File: src/rtl/draw_scheduler.sv
// Per-frame erase/draw sequencer sharing one framebuffer write port
// between N_REQ sprite drawer clients.
`timescale 1ns/1ps
module draw_scheduler #(
  parameter int         N_REQ    = 4,
  parameter logic [2:0] BG_COLOR = 3'b000,
  parameter int         TIMEOUT  = 2047
) (
  input  logic                clk,
  input  logic                reset,
  input  logic                frame_tick,
  input  logic [N_REQ-1:0]    req_en,
  input  logic [10*N_REQ-1:0] pos_x_in,
  input  logic [10*N_REQ-1:0] pos_y_in,
  output logic [N_REQ-1:0]    drw_plot,
  output logic [9:0]          drw_x_pos,
  output logic [9:0]          drw_y_pos,
  input  logic [10*N_REQ-1:0] drw_x,
  input  logic [10*N_REQ-1:0] drw_y,
  input  logic [N_REQ-1:0]    drw_we,
  input  logic [3*N_REQ-1:0]  drw_color,
  input  logic [N_REQ-1:0]    drw_done,
  output logic [9:0]          vga_x,
  output logic [9:0]          vga_y,
  output logic                vga_we,
  output logic [2:0]          vga_color,
  output logic                busy,
  output logic                frame_overrun,
  output logic                timeout_err
);

  localparam int IW = $clog2(N_REQ + 1);
  localparam int CW = $clog2(TIMEOUT + 1);

  typedef enum logic [3:0] {
    IDLE,
    LATCH,
    ERASE_SEL,
    ERASE_START,
    ERASE_WAIT,
    DRAW_SEL,
    DRAW_START,
    DRAW_WAIT,
    DONE
  } state_t;

  state_t state, state_n;

  logic [IW-1:0]    idx, idx_n;
  logic [CW-1:0]    cnt;
  logic [N_REQ-1:0] drawn;
  logic [N_REQ-1:0] en_q;
  logic [9:0]       new_x [N_REQ];
  logic [9:0]       new_y [N_REQ];
  logic [9:0]       old_x [N_REQ];
  logic [9:0]       old_y [N_REQ];

  logic       sel_drawn, sel_en;
  logic [9:0] sel_ox, sel_oy, sel_nx, sel_ny;
  logic [9:0] cli_x, cli_y;
  logic       cli_we, cli_done;
  logic [2:0] cli_color;
  logic       last, accept, tmo, in_wait;

  always_comb begin
    sel_drawn = 1'b0;
    sel_en    = 1'b0;
    sel_ox    = '0;
    sel_oy    = '0;
    sel_nx    = '0;
    sel_ny    = '0;
    cli_x     = '0;
    cli_y     = '0;
    cli_we    = 1'b0;
    cli_done  = 1'b0;
    cli_color = '0;
    for (int i = 0; i < N_REQ; i++) begin
      if (idx == IW'(i)) begin
        sel_drawn = drawn[i];
        sel_en    = en_q[i];
        sel_ox    = old_x[i];
        sel_oy    = old_y[i];
        sel_nx    = new_x[i];
        sel_ny    = new_y[i];
        cli_x     = drw_x[10*i +: 10];
        cli_y     = drw_y[10*i +: 10];
        cli_we    = drw_we[i];
        cli_done  = drw_done[i];
        cli_color = drw_color[3*i +: 3];
      end
    end
  end

  // done is stale during the first wait cycle (cnt == 0)
  assign last    = (idx == IW'(N_REQ));
  assign accept  = cli_done && (cnt != '0);
  assign tmo     = !accept && (cnt == CW'(TIMEOUT - 1));
  assign in_wait = (state == ERASE_WAIT) || (state == DRAW_WAIT);

  always_comb begin
    state_n = state;
    idx_n   = idx;
    unique case (state)
      IDLE: begin
        if (frame_tick) state_n = LATCH;
      end
      LATCH: begin
        idx_n   = '0;
        state_n = ERASE_SEL;
      end
      ERASE_SEL: begin
        if (last) begin
          idx_n   = '0;
          state_n = DRAW_SEL;
        end else if (sel_drawn) begin
          state_n = ERASE_START;
        end else begin
          idx_n = idx + IW'(1);
        end
      end
      ERASE_START: state_n = ERASE_WAIT;
      ERASE_WAIT: begin
        if (accept || tmo) begin
          idx_n   = idx + IW'(1);
          state_n = ERASE_SEL;
        end
      end
      DRAW_SEL: begin
        if (last) begin
          state_n = DONE;
        end else if (sel_en) begin
          state_n = DRAW_START;
        end else begin
          idx_n = idx + IW'(1);
        end
      end
      DRAW_START: state_n = DRAW_WAIT;
      DRAW_WAIT: begin
        if (accept || tmo) begin
          idx_n   = idx + IW'(1);
          state_n = DRAW_SEL;
        end
      end
      DONE:    state_n = IDLE;
      default: state_n = IDLE;
    endcase
  end

  always_comb begin
    drw_plot = '0;
    if (state == ERASE_START || state == DRAW_START) begin
      for (int i = 0; i < N_REQ; i++) begin
        if (idx == IW'(i)) drw_plot[i] = 1'b1;
      end
    end
  end

  always_comb begin
    vga_x     = '0;
    vga_y     = '0;
    vga_we    = 1'b0;
    vga_color = '0;
    if (in_wait) begin
      vga_x     = cli_x;
      vga_y     = cli_y;
      vga_we    = cli_we;
      vga_color = (state == ERASE_WAIT) ? BG_COLOR : cli_color;
    end
  end

  always_ff @(posedge clk) begin
    if (reset) begin
      state         <= IDLE;
      idx           <= '0;
      cnt           <= '0;
      drawn         <= '0;
      en_q          <= '0;
      busy          <= 1'b0;
      frame_overrun <= 1'b0;
      timeout_err   <= 1'b0;
      drw_x_pos     <= '0;
      drw_y_pos     <= '0;
      for (int i = 0; i < N_REQ; i++) begin
        new_x[i] <= '0;
        new_y[i] <= '0;
        old_x[i] <= '0;
        old_y[i] <= '0;
      end
    end else begin
      state         <= state_n;
      idx           <= idx_n;
      frame_overrun <= frame_tick && (state != IDLE);

      if (state == IDLE && frame_tick) begin
        busy <= 1'b1;
        en_q <= req_en;
        for (int i = 0; i < N_REQ; i++) begin
          new_x[i] <= pos_x_in[10*i +: 10];
          new_y[i] <= pos_y_in[10*i +: 10];
        end
      end
      if (state == DONE) busy <= 1'b0;

      if (state == ERASE_START || state == DRAW_START) begin
        cnt <= '0;
      end else if (in_wait) begin
        cnt <= cnt + CW'(1);
      end

      // position loaded ahead of the plot pulse so it is stable all grant
      if (state == ERASE_SEL && !last && sel_drawn) begin
        drw_x_pos <= sel_ox;
        drw_y_pos <= sel_oy;
      end
      if (state == DRAW_SEL && !last && sel_en) begin
        drw_x_pos <= sel_nx;
        drw_y_pos <= sel_ny;
      end

      if (in_wait && tmo) timeout_err <= 1'b1;

      for (int i = 0; i < N_REQ; i++) begin
        if (idx == IW'(i)) begin
          if (state == ERASE_WAIT && (accept || tmo)) begin
            drawn[i] <= 1'b0;
          end
          if (state == DRAW_WAIT && accept) begin
            drawn[i] <= 1'b1;
            old_x[i] <= new_x[i];
            old_y[i] <= new_y[i];
          end
          if (state == DRAW_WAIT && tmo) begin
            drawn[i] <= 1'b0;
          end
        end
      end
    end
  end

endmodule

File: config.mk
export PLATFORM = sky130hd
export DESIGN_NAME = draw_scheduler
export DESIGN_NICKNAME = d
export VERILOG_FILES = /design/src/rtl/draw_scheduler.sv
export SDC_FILE = /design/constraint.sdc
export NUM_CORES = 1
export LEC_CHECK = 0
export CAP_MARGIN = 20
export CORE_ASPECT_RATIO = 2
export CORE_UTILIZATION = 55
export CTS_BUF_LIST = sky130_fd_sc_hd__clkbuf_4 sky130_fd_sc_hd__clkbuf_8 sky130_fd_sc_hd__clkbuf_16
export CTS_CLUSTER_SIZE = 14
export DETAILED_ROUTE_END_ITERATION = 10
export PLACE_DENSITY = 0.84
export SYNTH_ARGS = -nofsm -noshare
export SYNTH_HDL_FRONTEND = slang
export SYNTH_SLANG_ARGS = --single-unit
File: constraint.sdc
create_clock -name clk -period 8.9 [get_ports clk]
set_input_delay 2.225 -clock clk [delete_from_list [all_inputs] [get_ports clk]]
set_output_delay 2.225 -clock clk [all_outputs]
set_load 0.005 [all_outputs]
==> results of run 1 <==
## per-stage QoR
step,util [%],instances
2_1_floorplan,-,978
3_3_place_gp,69.6,1359
3_5_place_dp,69.6,1359
4_1_cts,72.8,1393
5_1_grt,72.9,1394
6_report,72.9,1394
## registers in the layout, summed over array words and instances, names as in the netlist
register and cells:
drw_x_pos 10, state 4, en_q 4, new_x 40
drawn 4, timeout_err 1, new_y 40, idx 3
frame_overrun 1, drw_y_pos 10, old_x 40, busy 1
old_y 40, cnt 11
## metal layers
| metal | routed length, microns | share of wire, % | vias to the layer above |
|---|---|---|---|
| met5 | 0 | 0 | - |
| met4 | 1970 | 6.7 | 0 |
| met3 | 1840 | 6.3 | 97 |
| met2 | 15900 | 54 | 428 |
| met1 | 9580 | 33 | 4030 |
| li1 | - | - | 3939 |
## worst max-delay path, delay by kind of cell
kind / cells / cell delay [ps]
compound gates: 2 / 540
buf+inv: 2 / 880
simple gates: 2 / 130
## Yosys cell counts, types with 3 or more instances
cell and number:
nor2b_1 7, nand4_1 3, ha_1 8, o211ai_1 4, nor3_1 38, xnor2_1 5, a221oi_1 66, edfxtp_1 160
a21o_1 5, nor3b_1 3, mux2i_1 3, dfxtp_1 49, a211oi_1 18, nand2b_1 5, nand2_1 44, clkbuf_1 68
mux2_2 15, inv_1 11, buf_2 10, o21bai_1 13, or3_1 5, xor2_1 5, a22oi_1 17, nor2_1 107
nand3b_1 7, a21oi_1 53, o21ai_0 52, nand3_1 5, and2_1 162
## logic make-up after synthesis
| kind of cell | share of synthesized area (%) |
|---|---|
| fa+ha+maj | 0.971 |
| simple gates | 20.6 |
| compound gates | 15.8 |
| mux | 1.93 |
| buf+inv | 3.69 |
| flops | 56.1 |
| xor+xnor | 0.850 |
## worst min path at each step
| stage | from | end | cells past startpoint |
|---|---|---|---|
| 6_report | en_q[2] | en_q[2] | 2 |
| 4_1_cts | en_q[2] | en_q[2] | 2 |
| 3_5_place_dp | en_q[2] | en_q[2] | 2 |
| 3_3_place_gp | en_q[2] | en_q[2] | 2 |
| 5_1_grt | en_q[2] | en_q[2] | 2 |
| 2_1_floorplan | en_q[2] | en_q[2] | 2 |
## where the power goes
group	leakage [nW]	internal, mW	switching, mW
logic	2.48	0.247	0.299
registers	2.08	1.20	0.0980
clock network	0.298	0.439	0.340
## final cells by class
cell class | count | area [sq um]
flip-flops and latches | 209 | 5790
fillers | 1295 | 4960
inverters | 11 | 41.3
clock buffers | 29 | 563
well taps | 216 | 270
repair buffers | 249 | 2470
multi-input cells | 675 | 4190
clock inverters | 5 | 25.0
==> metrics.cfg, run 1 <==
[critical_path]
timing.rr.start = idx[2]
reg2reg_depth = 9
critPathLaunchType = primary input
crit_path_frequent_cell = clkdlybuf4s50_1
reg2reg_to = idx[0]
crit_start = drw_x[8]
slowest_delay_ps = 480
ff2ff_setup_slack_ps = 4580
path_cells = clkdlybuf4s50_1, a221oi_1, nor3_1, a21oi_1, nor2_1, clkdlybuf4s50_1
critPathKind = in2out
endpoint = vga_x[8]
worstPathArrival_ps = 3770
slowest_stage = clkdlybuf4s50_1
critPathRequiredTime_ps = 6680
endpoint_kind = output port
crit_path_max_fanout = 1

[pwr]
power_density_nw_per_um2 = 197
p_total_mw = 2.63
vdd_ir_drop_max_v = 0.000161
power.leakage_nw = 4.86

[routing]
drt_iter0_markers = 625
detail_route.wl_per_cell_microns = 21.0
via_count = 8494
vias_per_cell = 6.09
route.detailed.drc = 0
ant_nets = 0
wirelength_mm = 29.3
drt_first_pass_iters = 5

[clock_network]
cts_tree = yes
cts.sinks = 209
ctsHoldBuffers = 0
cts_max_path_buffers = 3
cts_root_buf = clkbuf_16
clk_pin_slew_worst_paths_ps = 70
cts_resized = 0
htreeDepth = 1
cts_setup_buffers = 0
clk_latency_ps = 500
cts_buffers = 19

[final_layout]
layout-drive-gt1-share_pct = 6.62
antenna_cells = 0
layout.nets = 1360
syn2layout_area_growth_pct = 29.5
final_common_cell = clkdlybuf4s50_1
fin_area_sq_um = 13300
final_cell_mix = clkdlybuf4s50_1, and2_1, edfxtp_1

[grt]
top_usage_layer = met2
use_met1_pct = 31.6
grt_pass1_vias = 8316
grt_overflow_total = 0
grt_pass1_wl_mm = 44.5
grt_util_all_layers_pct = 30.3
grt_use_met2_pct = 55.5
use_met3_pct = 4.08
antenna_found_initial = 0
grt_max_degree = 81

[place]
port_buffers = 237
post-dp-hpwl_mm = 20.0
routabilityCongestion = 0.879
pre_cts_ws_ps = 2880
place_area_sq_um = 12700

[yosys]
ys_ff_latch = 209
syn_nets = 1173
synth_edf_count = 160
ys_async_sr_fraction_pct = 0
ys_types = 52
yosys_warnings = 0
synth_top_area_share_pct = 46.6
synthesis.area_sq_um = 10300
synth_area_leaders = edfxtp_1, and2_1, dfxtp_1
syn_area_per_cell_sq_um = 10.5
synth_area_leader_cell = edfxtp_1
synthCells = 978
synthFlopType = edfxtp_1
yosysSeqAreaShare_pct = 56.1

[sta]
fin_skew_ps = 25.7
period_share_pct = 67.4
slew_violations = 0
period_needed_ps = 6000
totalNegativeSetupSlack_ps = 0
max_slew_margin_pct = 28.5
fin_ws_ps = 2900
max_freq_mhz = 167
setup_violations = 0
hold_viol = 0
max_slew.worst_pin.slew_ps = 1070
holdWs_ps = 462
rsz0062_at_grt = no

[die]
fp-row-count = 70
ios = 238
die_area_sq_um = 19300
core-area_sq_um = 18300
dieWidth_microns = 98.8
initial_core_util_pct = 56.3
die_y_microns = 196

[run]
maxCapViolations = 0

[status]
outcome = finished clean

[worst_hold_path]
hp-class = reg2reg

Power figures use the tool's default switching activity.
==> run 2, diff against run 1 <==
--- a/config.mk
+++ b/config.mk
@@ -7,11 +7,11 @@
 export LEC_CHECK = 0
 export CAP_MARGIN = 20
 export CORE_ASPECT_RATIO = 2
-export CORE_UTILIZATION = 55
+export CORE_UTILIZATION = 46
 export CTS_BUF_LIST = sky130_fd_sc_hd__clkbuf_4 sky130_fd_sc_hd__clkbuf_8 sky130_fd_sc_hd__clkbuf_16
 export CTS_CLUSTER_SIZE = 14
 export DETAILED_ROUTE_END_ITERATION = 10
-export PLACE_DENSITY = 0.84
+export PLACE_DENSITY = 0.74
 export SYNTH_ARGS = -nofsm -noshare
 export SYNTH_HDL_FRONTEND = slang
 export SYNTH_SLANG_ARGS = --single-unit
==> constraint.sdc (replaced) <==
create_clock -name clk -period 5.5 [get_ports clk]
set_input_delay 1.375 -clock clk [delete_from_list [all_inputs] [get_ports clk]]
set_output_delay 1.375 -clock clk [all_outputs]
set_load 0.005 [all_outputs]
==> run 2 against run 1 <==
Sequential share of layout area decreased by 0.68 points. Via count down 2.2%. Clock skew down 8.7 ps. Flip-flop and latch count did not move. Critical endpoint is now vga_x[0]. Highest routed layer unchanged.
==> metrics.cfg, run 2 (same netlist as run 1, synthesis figures left out) <==
[sta]
slew_violations = 0  ; unchanged
max_freq_mhz = 207
period_share_pct = 88.0
setup_violations = 0  ; unchanged
rsz0062_at_grt = no  ; unchanged
fin_skew_ps = 17.0  ; was 25.7 ps
max_slew_margin_pct = 31.4  ; was 28.5%
totalNegativeSetupSlack_ps = 0  ; unchanged
hold_viol = 0  ; unchanged
max_slew.worst_pin.slew_ps = 1030  ; was 1070 ps
period_needed_ps = 4840

[critical_path]
endpoint_kind = output port  ; unchanged
critPathLaunchType = register  ; was primary input
worstPathArrival_ps = 3460  ; was 3770 ps
crit_path_max_fanout = 16  ; was 1
critPathRequiredTime_ps = 4120  ; was 6680 ps
critPathKind = reg2out  ; was in2out

[clock_network]
htreeDepth = 1  ; unchanged
clk_pin_slew_worst_paths_ps = 60  ; was 70 ps
cts_setup_buffers = 0  ; unchanged
cts_buffers = 20  ; was 19
cts.sinks = 209  ; unchanged
cts_max_path_buffers = 3  ; unchanged
cts_resized = 0  ; unchanged
cts_root_buf = clkbuf_16  ; unchanged
cts_tree = yes  ; unchanged
ctsHoldBuffers = 0  ; unchanged
clk_latency_ps = 490  ; was 500 ps

[pwr]
power_density_nw_per_um2 = 317  ; was 197 nW/um^2
vdd_ir_drop_max_v = 0.000271  ; was 0.000161 V
power.leakage_nw = 4.92  ; was 4.86 nW

[routing]
drt_iter0_markers = 631  ; was 625
wirelength_mm = 27.6  ; was 29.3 mm
drt_first_pass_iters = 5  ; unchanged
route.detailed.drc = 0  ; unchanged
ant_nets = 0  ; unchanged
vias_per_cell = 5.68  ; was 6.09
via_count = 8309  ; was 8494
detail_route.wl_per_cell_microns = 18.9  ; was 21.0 microns

[run]
maxCapViolations = 0  ; unchanged

[die]
dieWidth_microns = 108  ; was 98.8 microns
initial_core_util_pct = 46.7  ; was 56.3%
core-area_sq_um = 22100  ; was 18300 sq um
die_y_microns = 214  ; was 196 microns
die_area_sq_um = 23000  ; was 19300 sq um
ios = 238  ; unchanged
fp-row-count = 77  ; was 70

[final_layout]
layout.nets = 1370  ; was 1360
syn2layout_area_growth_pct = 31.6  ; was 29.5%
final_cell_mix = clkdlybuf4s50_1, and2_1, edfxtp_1  ; unchanged
multi_input_area_sq_um = 4210  ; was 4190 sq um
antenna_cells = 0  ; unchanged
fin_util_pct = 61.4  ; was 72.9%
regArea_sq_um = 5790  ; unchanged
final_common_cell = clkdlybuf4s50_1  ; unchanged
layout-drive-gt1-share_pct = 7.67  ; was 6.62%
fin_area_sq_um = 13600  ; was 13300 sq um
fin_cells = 1463  ; was 1394
nFillCells = 1838  ; was 1295

[grt]
grt_overflow_total = 0  ; unchanged
grt_pass1_wl_mm = 41.8  ; was 44.5 mm
grt_max_degree = 81  ; unchanged
grt_pass1_vias = 8023  ; was 8316
antenna_found_initial = 0  ; unchanged
grt_util_all_layers_pct = 23.4  ; was 30.3%

[place]
routabilityCongestion = 0.837  ; was 0.879
place_area_sq_um = 12900  ; was 12700 sq um
port_buffers = 237  ; unchanged
place_inst = 1428  ; was 1359
post-dp-hpwl_mm = 19.2  ; was 20.0 mm

[status]
outcome = finished clean  ; unchanged

[worst_hold_path]
hp-class = reg2reg  ; unchanged

## run 2: changes by cell type in the layout (fill, tap and decap cells not counted), sizes merged
cell | before | now
bufinv | 0 | 1
clkinvlp | 0 | 1
buf | 13 | 22
clkbuf | 29 | 28
inv | 12 | 11
## run 2: worst paths after layout
check	startpoint	to	slack, ps	cells past startpoint
setup / recovery	idx[0]	vga_x[0]	660	10
setup reg to reg	idx[0]	old_y[3][3]	1560	8
hold / removal	drw_x_pos[0]	drw_x_pos[0]	450	2
hold reg to reg	drw_x_pos[0]	drw_x_pos[0]	450	2
## run 2: metrics by stage
step	hold WS (ps)	setup WS (ps)	power (mW)
floorplan	436	919	2.61
detailed placement	447	1100	2.98
finish	453	662	4.30
global placement	446	1100	2.95
global route	478	384	4.50
CTS	456	650	4.32
## run 2: final cells by class
class	instances	share of cell area, %
clock inverters	6	0.471
inverters	11	0.305
flip-flops and latches	209	42.7
well taps	276	2.55
clock buffers	28	4.26
multi-input cells	675	31.0
repair buffers	258	18.7
## run 2: where the power goes
group	switching (mW)	internal (mW)	total (mW)
registers	0.138	1.95	2.08
clock network	0.561	0.784	1.35
logic	0.462	0.408	0.871
total	1.16	3.14	4.30
## run 2: layer usage
metal	track usage [%]	share of wire (%)	vias to the layer above	wire (microns)
li1	-	-	3953	-
met1	26.0	37	3975	10200
met2	44.8	55	326	15200
met3	2.64	5.3	55	1450
met4	9.21	3.0	0	820
met5	0	0	-	0
## run 2: worst max-delay path, stage by stage (launching register included)
cell             delay, ps
dfxtp_1                340
inv_1                  110
ha_1                   410
nand2b_1               260
nor2_4                 460
buf_4                  280
a221oi_1                90
nor3_1                 300
a21oi_1                 80
nor2_1                 110
clkdlybuf4s50_1        520
==> run 3, diff against run 2 <==
--- a/config.mk
+++ b/config.mk
@@ -8,7 +8,7 @@
 export CAP_MARGIN = 20
 export CORE_ASPECT_RATIO = 2
 export CORE_UTILIZATION = 46
-export CTS_BUF_LIST = sky130_fd_sc_hd__clkbuf_4 sky130_fd_sc_hd__clkbuf_8 sky130_fd_sc_hd__clkbuf_16
+export CTS_BUF_LIST = sky130_fd_sc_hd__clkbuf_8 sky130_fd_sc_hd__clkbuf_16
 export CTS_CLUSTER_SIZE = 14
 export DETAILED_ROUTE_END_ITERATION = 10
 export PLACE_DENSITY = 0.74
==> run 3 against run 2 <==
Total power decreased by 1.0%. Clock power decreased by 4%. Utilization decreased by 0.12 points. Count of clock-buffer cells in the layout decreased by 7. Routed wire length about the same. Critical path type unchanged.
==> metrics.cfg, run 3 (same netlist as run 1, synthesis figures left out) <==
[final_layout]
layout.nets = 1370  ; unchanged
fin_cells = 1463  ; unchanged
fin_util_pct = 61.3  ; was 61.4%
nFillCells = 1843  ; was 1838
final_cell_mix = clkdlybuf4s50_1, and2_1, edfxtp_1  ; unchanged
antenna_cells = 0  ; unchanged
syn2layout_area_growth_pct = 31.3  ; was 31.6%
layout-drive-gt1-share_pct = 7.08  ; was 7.67%
final_common_cell = clkdlybuf4s50_1  ; unchanged

[pwr]
power.net_switching_mw = 1.16  ; about the same
power_frac_comb_pct = 20.5  ; was 20.3%
clock_power_share_pct = 30.5  ; was 31.3%
vdd_ir_drop_max_v = 0.000271  ; about the same
switching_share_pct = 27.3  ; was 27.0%
p_int_mw = 3.09  ; was 3.14 mW
power_density_nw_per_um2 = 314  ; was 317 nW/um^2
power.leakage_nw = 4.93  ; was 4.92 nW
p_total_mw = 4.25  ; was 4.30 mW
p_seq_share_pct = 49.0  ; was 48.5%

[critical_path]
slowest_delay_ps = 520  ; about the same
slowest_stage = clkdlybuf4s50_1  ; unchanged
crit_path_max_fanout = 16  ; unchanged
critPathRequiredTime_ps = 4120  ; about the same
worstPathArrival_ps = 3450  ; was 3460 ps
cp_num_buf_inv = 3  ; unchanged
endpoint_kind = output port  ; unchanged
crit_family = simple AND/OR/NAND/NOR gates  ; unchanged
path_cells = inv_1, ha_1, nand2b_1, nor2_4, buf_4, a221oi_1, nor3_1, a21oi_1, nor2_1, clkdlybuf4s50_1  ; unchanged
critPathKind = reg2out  ; unchanged
critPathLaunchType = register  ; unchanged

[sta]
max_slew.worst_pin.slew_ps = 1030  ; about the same
period_needed_ps = 4830  ; was 4840 ps
slew_violations = 0  ; unchanged
setup_violations = 0  ; unchanged
holdWs_ps = 454  ; was 453 ps
totalNegativeSetupSlack_ps = 0  ; unchanged
period_share_pct = 87.7  ; was 88.0%
max_slew_margin_pct = 31.0  ; was 31.4%
fin_skew_ps = 15.6  ; was 17.0 ps
max_freq_mhz = 207  ; about the same
rsz0062_at_grt = no  ; unchanged
hold_viol = 0  ; unchanged

[run]
maxCapViolations = 0  ; unchanged

[clock_network]
htreeDepth = 1  ; unchanged
clk_pin_slew_worst_paths_ps = 60  ; about the same
cts_tree = yes  ; unchanged
ctsHoldBuffers = 0  ; unchanged
cts_root_buf = clkbuf_16  ; unchanged
cts_max_path_buffers = 3  ; unchanged
clk_latency_ps = 490  ; about the same
cts_setup_buffers = 0  ; unchanged
cts_resized = 0  ; unchanged
cts.sinks = 209  ; unchanged
cts_buffers = 20  ; unchanged

[die]
die_area_sq_um = 23000  ; unchanged
dieWidth_microns = 108  ; unchanged
fp-row-count = 77  ; unchanged
core-area_sq_um = 22100  ; unchanged
die_y_microns = 214  ; unchanged
ios = 238  ; unchanged
initial_core_util_pct = 46.7  ; unchanged

[routing]
via_count = 8296  ; was 8309
ant_nets = 0  ; unchanged
drt_first_pass_iters = 5  ; unchanged
vias_per_cell = 5.67  ; was 5.68
drt_iter0_markers = 576  ; was 631
detail_route.wl_per_cell_microns = 18.9  ; about the same
wirelength_mm = 27.6  ; about the same
route.detailed.drc = 0  ; unchanged

[grt]
grt_overflow_total = 0  ; unchanged
grt_pass1_wl_mm = 41.8  ; about the same
grt_max_degree = 81  ; unchanged
grt_util_all_layers_pct = 23.5  ; was 23.4%
antenna_found_initial = 0  ; unchanged
grt_pass1_vias = 7985  ; was 8023

[place]
post-dp-hpwl_mm = 19.2  ; unchanged
routabilityCongestion = 0.837  ; unchanged
port_buffers = 237  ; unchanged
place_inst = 1428  ; unchanged

[status]
outcome = finished clean  ; unchanged

[worst_hold_path]
hp-class = reg2reg  ; unchanged

run 3: cell types whose count changed in the layout (fill, tap and decap cells not counted):
cell	before	now
clkbuf_4	7	0
inv_1	11	18
run 3: worst paths after layout:
kind	start	endpoint	slack [ps]	depth (start not counted)
max	idx[0]	vga_x[0]	670	10
min	drw_x_pos[0]	drw_x_pos[0]	450	2
max reg2reg	idx[0]	old_y[3][3]	1580	8
min reg2reg	drw_x_pos[0]	drw_x_pos[0]	450	2
run 3: area by class of cell:
cell class	instances	area [sq um]	area share, %
sequential	209	5790	42.8
multi-input combinational	675	4210	31.1
timing repair buffer	258	2540	18.8
clock buffer	21	526	3.88
tap	276	345	2.55
clock inverter	13	90.1	0.666
inverter	11	41.3	0.305
run 3: tightest hold or removal path, cell delays in order, from the launching register on:
cell and delay (ps):
dfxtp_1 310, nand2_1 50, a21oi_1 50
run 3: power groups by stage:
stage,Clock (mW),Sequential [mW],Combinational [mW]
2_1_floorplan,0,2.04,0.569
3_3_place_gp,0,2.11,0.845
3_5_place_dp,0,2.11,0.861
4_1_cts,1.32,2.08,0.867
5_1_grt,1.38,2.11,0.965
6_report,1.30,2.08,0.873
run 3: metal layers:
metal	vias up	GRT usage [%]	wire length, microns
met1	3957	26.0	10100
met5	-	0	0
met4	0	9.12	848
met3	59	2.61	1540
met2	329	44.9	15100
li1	3951	-	-
run 3: metrics by stage:
stage                     instance area (sq um)  setup WS, ps
after global routing                      13500           379
after detailed placement                  12900          1100
after global placement                    12900          1100
final                                     13500           675
after floorplan                           10300           919
after CTS                                 13500           658
